### src/rtl/serial_add_ctrl.sv
// -----------------------------------------------------------------------------
// serial_add_ctrl
//
// Bit-serial addition sequencer. A single external 1-bit full_adder cell is
// time-shared to add two WIDTH-bit operands, LSB first, one bit per cycle.
//
// Operation:
//   IDLE : waits for start; on an accepted start the operands and carry-in
//          are captured into internal shift registers.
//   ADD  : WIDTH cycles. Each cycle presents the current LSBs and the ripple
//          carry to the full_adder, shifts the returned sum bit in at the
//          MSB of the partial-sum register and registers the new carry.
//   DONE : one cycle; done is high, then back to IDLE unconditionally.
//
// Ports:
//   clk       in   rising-edge clock
//   rst_n     in   asynchronous active-low reset
//   start     in   request, sampled only in IDLE
//   a, b      in   WIDTH-bit operands, captured with an accepted start
//   cin       in   carry-in, captured with an accepted start
//   fa_a      out  operand-A bit to the full_adder
//   fa_b      out  operand-B bit to the full_adder
//   fa_cin    out  ripple carry to the full_adder
//   fa_sum    in   full_adder sum (combinational from fa_*)
//   fa_carry  in   full_adder carry (combinational from fa_*)
//   busy      out  high while in ADD
//   done      out  one-cycle completion pulse
//   sum       out  registered result, held until the next completion
//   cout      out  registered carry-out, held until the next completion
//
// Result: {cout, sum} = a + b + cin modulo 2^(WIDTH+1).
// Inputs start/a/b/cin reach outputs only through registers.
// -----------------------------------------------------------------------------
module serial_add_ctrl #(
  parameter int WIDTH = 8
) (
  input  logic             clk,
  input  logic             rst_n,
  input  logic             start,
  input  logic [WIDTH-1:0] a,
  input  logic [WIDTH-1:0] b,
  input  logic             cin,
  output logic             fa_a,
  output logic             fa_b,
  output logic             fa_cin,
  input  logic             fa_sum,
  input  logic             fa_carry,
  output logic             busy,
  output logic             done,
  output logic [WIDTH-1:0] sum,
  output logic             cout
);

  // Counter width leaves headroom so WIDTH-1 is always representable.
  localparam int CW = $clog2(WIDTH) + 1;
  localparam logic [CW-1:0] CNT_LAST = CW'(WIDTH - 1);
  localparam logic [CW-1:0] CNT_ONE  = CW'(1);

  localparam logic [1:0] IDLE = 2'd0;
  localparam logic [1:0] ADD  = 2'd1;
  localparam logic [1:0] DONE = 2'd2;

  logic [1:0]       state_r;
  logic [1:0]       state_nx_s;
  logic [WIDTH-1:0] a_sr_r;
  logic [WIDTH-1:0] b_sr_r;
  logic [WIDTH-1:0] sum_sr_r;
  logic [WIDTH-1:0] sum_nx_s;
  logic             carry_r;
  logic [CW-1:0]    cnt_r;
  logic [WIDTH-1:0] sum_r;
  logic             cout_r;
  logic             last_s;

  // Final ADD cycle: this edge both retires the last bit and leaves ADD.
  assign last_s = (cnt_r == CNT_LAST);

  // Next state of the sequencer.
  always_comb begin
    state_nx_s = state_r;
    case (state_r)
      IDLE: begin
        if (start) begin
          state_nx_s = ADD;
        end else begin
          state_nx_s = IDLE;
        end
      end
      ADD: begin
        if (last_s) begin
          state_nx_s = DONE;
        end else begin
          state_nx_s = ADD;
        end
      end
      DONE:    state_nx_s = IDLE;
      default: state_nx_s = IDLE;
    endcase
  end

  // Partial sum shifted right with the fresh sum bit entering at the MSB.
  // Written as shift-then-overwrite so WIDTH=1 needs no zero-width slice.
  always_comb begin
    sum_nx_s = sum_sr_r >> 1;
    sum_nx_s[WIDTH-1] = fa_sum;
  end

  // Full-adder drive: only meaningful in ADD, held at zero otherwise.
  always_comb begin
    fa_a   = 1'b0;
    fa_b   = 1'b0;
    fa_cin = 1'b0;
    if (state_r == ADD) begin
      fa_a   = a_sr_r[0];
      fa_b   = b_sr_r[0];
      fa_cin = carry_r;
    end else begin
      fa_a   = 1'b0;
      fa_b   = 1'b0;
      fa_cin = 1'b0;
    end
  end

  // State register.
  always_ff @(posedge clk or negedge rst_n) begin
    if (!rst_n) begin
      state_r <= IDLE;
    end else begin
      state_r <= state_nx_s;
    end
  end

  // Operand capture, bit-serial shifting, carry ripple and result publish.
  always_ff @(posedge clk or negedge rst_n) begin
    if (!rst_n) begin
      a_sr_r   <= '0;
      b_sr_r   <= '0;
      sum_sr_r <= '0;
      carry_r  <= 1'b0;
      cnt_r    <= '0;
      sum_r    <= '0;
      cout_r   <= 1'b0;
    end else begin
      case (state_r)
        IDLE: begin
          if (start) begin
            a_sr_r   <= a;
            b_sr_r   <= b;
            carry_r  <= cin;
            cnt_r    <= '0;
            sum_sr_r <= '0;
          end
        end
        ADD: begin
          sum_sr_r <= sum_nx_s;
          carry_r  <= fa_carry;
          a_sr_r   <= a_sr_r >> 1;
          b_sr_r   <= b_sr_r >> 1;
          cnt_r    <= cnt_r + CNT_ONE;
          // Result registers move only on the final ADD edge, so a reset
          // mid-operation never exposes a partial sum.
          if (last_s) begin
            sum_r  <= sum_nx_s;
            cout_r <= fa_carry;
          end
        end
        DONE: begin
          // Nothing to update; result already published on the ADD exit edge.
        end
        default: begin
          // Unreachable encoding: state logic steers back to IDLE.
        end
      endcase
    end
  end

  assign busy = (state_r == ADD);
  assign done = (state_r == DONE);
  assign sum  = sum_r;
  assign cout = cout_r;

endmodule

### config.mk
export PLATFORM = sky130hd
export DESIGN_NAME = serial_add_ctrl
export DESIGN_NICKNAME = d
export VERILOG_FILES = /design/src/rtl/serial_add_ctrl.sv
export SDC_FILE = /design/constraint.sdc
export NUM_CORES = 1
export LEC_CHECK = 0
export ABC_CLOCK_PERIOD_IN_PS = 4600
export CELL_PAD_IN_SITES_DETAIL_PLACEMENT = 1
export CELL_PAD_IN_SITES_GLOBAL_PLACEMENT = 2
export CORE_MARGIN = 8
export CORE_UTILIZATION = 40
export DETAILED_ROUTE_END_ITERATION = 6
export DONT_BUFFER_PORTS = 1
export HOLD_SLACK_MARGIN = 0.02
export PLACE_DENSITY = 0.8
export SYNTH_ARGS = -nofsm -noshare
export SYNTH_HDL_FRONTEND = slang
export SYNTH_SLANG_ARGS = --single-unit
### constraint.sdc
create_clock -name clk -period 4.6 [get_ports clk]
set_clock_uncertainty 0.15 [all_clocks]
set_input_delay 0.23 -clock clk [delete_from_list [all_inputs] [get_ports clk]]
set_output_delay 0.23 -clock clk [all_outputs]
set_load 0.01 [all_outputs]
==> out/results.tsv <==
stage	metric	value	unit
status	status	complete, no violations	
yosys	seq_area_frac_synth	0.577	
cts	clock_path_buffers	2	
finish	antenna_cells	0	
drt	postRouteAntennaNets	0	
power	p_comb_frac	0.272	
yosys	synth_cell_types	24	
power	p_int	0.832	mW
cts	clk_latency	0.29	ns
yosys	ys_top_cells_by_count	dfrtp_1 (39), nand2_1 (19), o21ai_0 (15)	
hold_path	hp-class	in2reg	
power	peakVddDrop	0.266	mV
run	drv_cap	0	
placed_design	numPortBuffers	0	
yosys	async_flop_share	1.00	
worst_setup_path	worstPathRequired	4.62	ns
placed_design	gp_congestion	0.662	
power	seqPwrFrac	0.499	
yosys	synth_most_common_cell	dfrtp_1	
timing	period_minus_slack	2.81	ns
yosys	yosys_warnings	0	
worst_setup_path	startpoint_type	flop	
drt	routed_wl	3.85	mm
timing	rsz0062_at_grt	no	
yosys	synth_top_area_frac	0.577	
power	netSwitchingPower	0.420	mW
timing	hold_viol	0	
grt	grt_pass1_vias	1260	
floorplanning	dieArea	6560	um^2
grt	grt_overflow	0	
power	power.density	624	nW/um^2
timing	setup_violations	0	
worst_setup_path	crit_path_end_kind	flop	
worst_setup_path	crit_fanout	26	
yosys	ys_ff_latch	39	
timing	slew_viol_final	0	
placed_design	dp.cells	184	
yosys	ys.flop_type	dfrtp_1	
floorplanning	row_count	23	
grt	gr-usage-all-layers	0.125	
finish	final_layout_size_suffix_gt1_frac	0.137	
placed_design	dpl.hpwl	2.49	mm
drt	first_pass_iters	4	
finish	syn_to_final_growth	18.8	%
power	swShare	0.336	
drt	avgViaCountPerCell	5.53	
floorplanning	fp.dieH	81.0	um
power	power	1.25	mW
yosys	synth_area_per_cell	11.7	um^2
floorplanning	pin_count	36	
cts	cts-root-buf	clkbuf_8	
floorplanning	core_area	4030	um^2
grt	grt_max_degree	40	
timing	setup_tns	0	ns
power	p_leak	0.872	nW
yosys	syn_area	1690	um^2
cts	cts.htree.levels	2	
drt	wire_per_inst	18.2	um
drt	num_vias	1167	
timing	worstMarginPinSlew	1.07	ns
timing	fmax	356	MHz
grt	grt_pass1_wl	6.44	mm
cts	clk_pin_slew	0.09	ns
yosys	synth_edf_count	0	
cts	cts_tree	built	
cts	cts-resized-gates	0	
drt	drt_iter0_markers	33	
drt	route.detailed.drc	0	
yosys	synthTopCellsByArea	dfrtp_1 (58%), mux2_4 (8.0%), a22oi_1 (6.2%)	
timing	max-slew-margin-rel	0.282	
cts	cts_sinks	39	
finish	fin_nets	183	
grt	antenna_found_initial	0	
finish	finalNonFillerCells	211	
cts	post_cts_buffers	0	
power	clkPwrFrac	0.229	
floorplanning	fp.dieW	81.0	um
yosys	syn_inst	144	
yosys	synth_nets	167	
worst_setup_path	cp.arrival	2.83	ns
floorplanning	start_util	0.420	
worst_setup_path	path_class	reg2reg	
yosys	synth_top_area_cell	dfrtp_1	
cts	cts_buffers	5	
cts	holdBufCountCts	19	
timing	period_share	0.610	
critical path: stages, from the launching register on:
cell     delay [ns]
dfrtp_1        0.88
and2b_4        0.40
nor3b_2        0.90
mux2_4         0.35
cell families after synthesis:
logic type / synth area share
AOI/OAI and AO/OA: 0.189
DFF: 0.577
and+or+nand+nor: 0.105
buffers and inverters: 0.0340
muxes: 0.0866
adders and majority gates: 0.00740
worst paths after layout:
check / from / to / slack (ns) / cells past startpoint
max: state_r[0] / sum[1] / 1.79 / 3
min: a[4] / a_sr_r[4] / 0.04 / 2
min in group asynchronous: rst_n / b_sr_r[1] / 0.25 / 2
max reg2reg: state_r[0] / sum[1] / 1.79 / 3
max in group asynchronous: rst_n / a_sr_r[7] / 3.86 / 2
min reg2reg: carry_r / carry_r / 0.33 / 2
layout by cell type, fill, tap and decap left out, drive strengths merged:
cell type	synthesis	final
bufinv	0	1
and2	3	3
buf	6	1
clkbuf	4	5
a41oi	1	1
o21ai	17	17
mux2	10	10
nor3b	1	1
ha	1	1
and2b	2	2
nor2b	4	4
dfrtp	39	39
clkinv	0	2
nand3	1	1
a22o	9	9
a22oi	14	14
nor2	5	5
and3b	1	1
nand2	19	19
a21oi	5	5
dlygate4sd3	0	18
o21bai	1	1
a31oi	1	1
through the flow:
| stage | area [um^2] | utilization | worst slack (ns) | hold slack, ns |
|---|---|---|---|---|
| after floorplan | 1690 | - | 3.03 | -0.216 |
| after global placement | 1700 | 0.421 | 1.88 | -0.213 |
| after detailed placement | 1700 | 0.421 | 1.78 | -0.214 |
| after CTS | 2010 | 0.498 | 1.75 | 0.0402 |
| after global routing | 2010 | 0.498 | 1.66 | 0.0752 |
| final | 2010 | 0.498 | 1.79 | 0.0407 |
state kept, by name, indices dropped and copies added, names as in the netlist:
register / cells
a_sr_r: 8
b_sr_r: 8
sum: 8
sum_sr_r: 7
cnt_r: 4
state_r: 2
carry_r: 1
cout: 1
power groups by stage:
stage | Sequential, mW | Clock (mW) | Combinational, mW
after floorplan | 0.574 | 0 | 0.307
after global placement | 0.626 | 0 | 0.305
after detailed placement | 0.633 | 0 | 0.324
after CTS | 0.629 | 0.292 | 0.348
after global routing | 0.650 | 0.306 | 0.382
final | 0.625 | 0.287 | 0.340
routing by layer:
metal	global-route usage	share of wire	wire [um]
met5	0	0	0
met4	0.0375	0.0036	14
met2	0.192	0.49	1870
met1	0.161	0.44	1710
met3	0.0453	0.067	257
layout make-up:
cell class / count / area [um^2]
multi-input combinational: 95 / 657
sequential: 39 / 976
clock buffer: 5 / 68.8
tap: 50 / 62.6
timing repair buffer: 19 / 200
fill: 450 / 2020
clock inverter: 3 / 43.8
(Power assumes the default switching activity.)
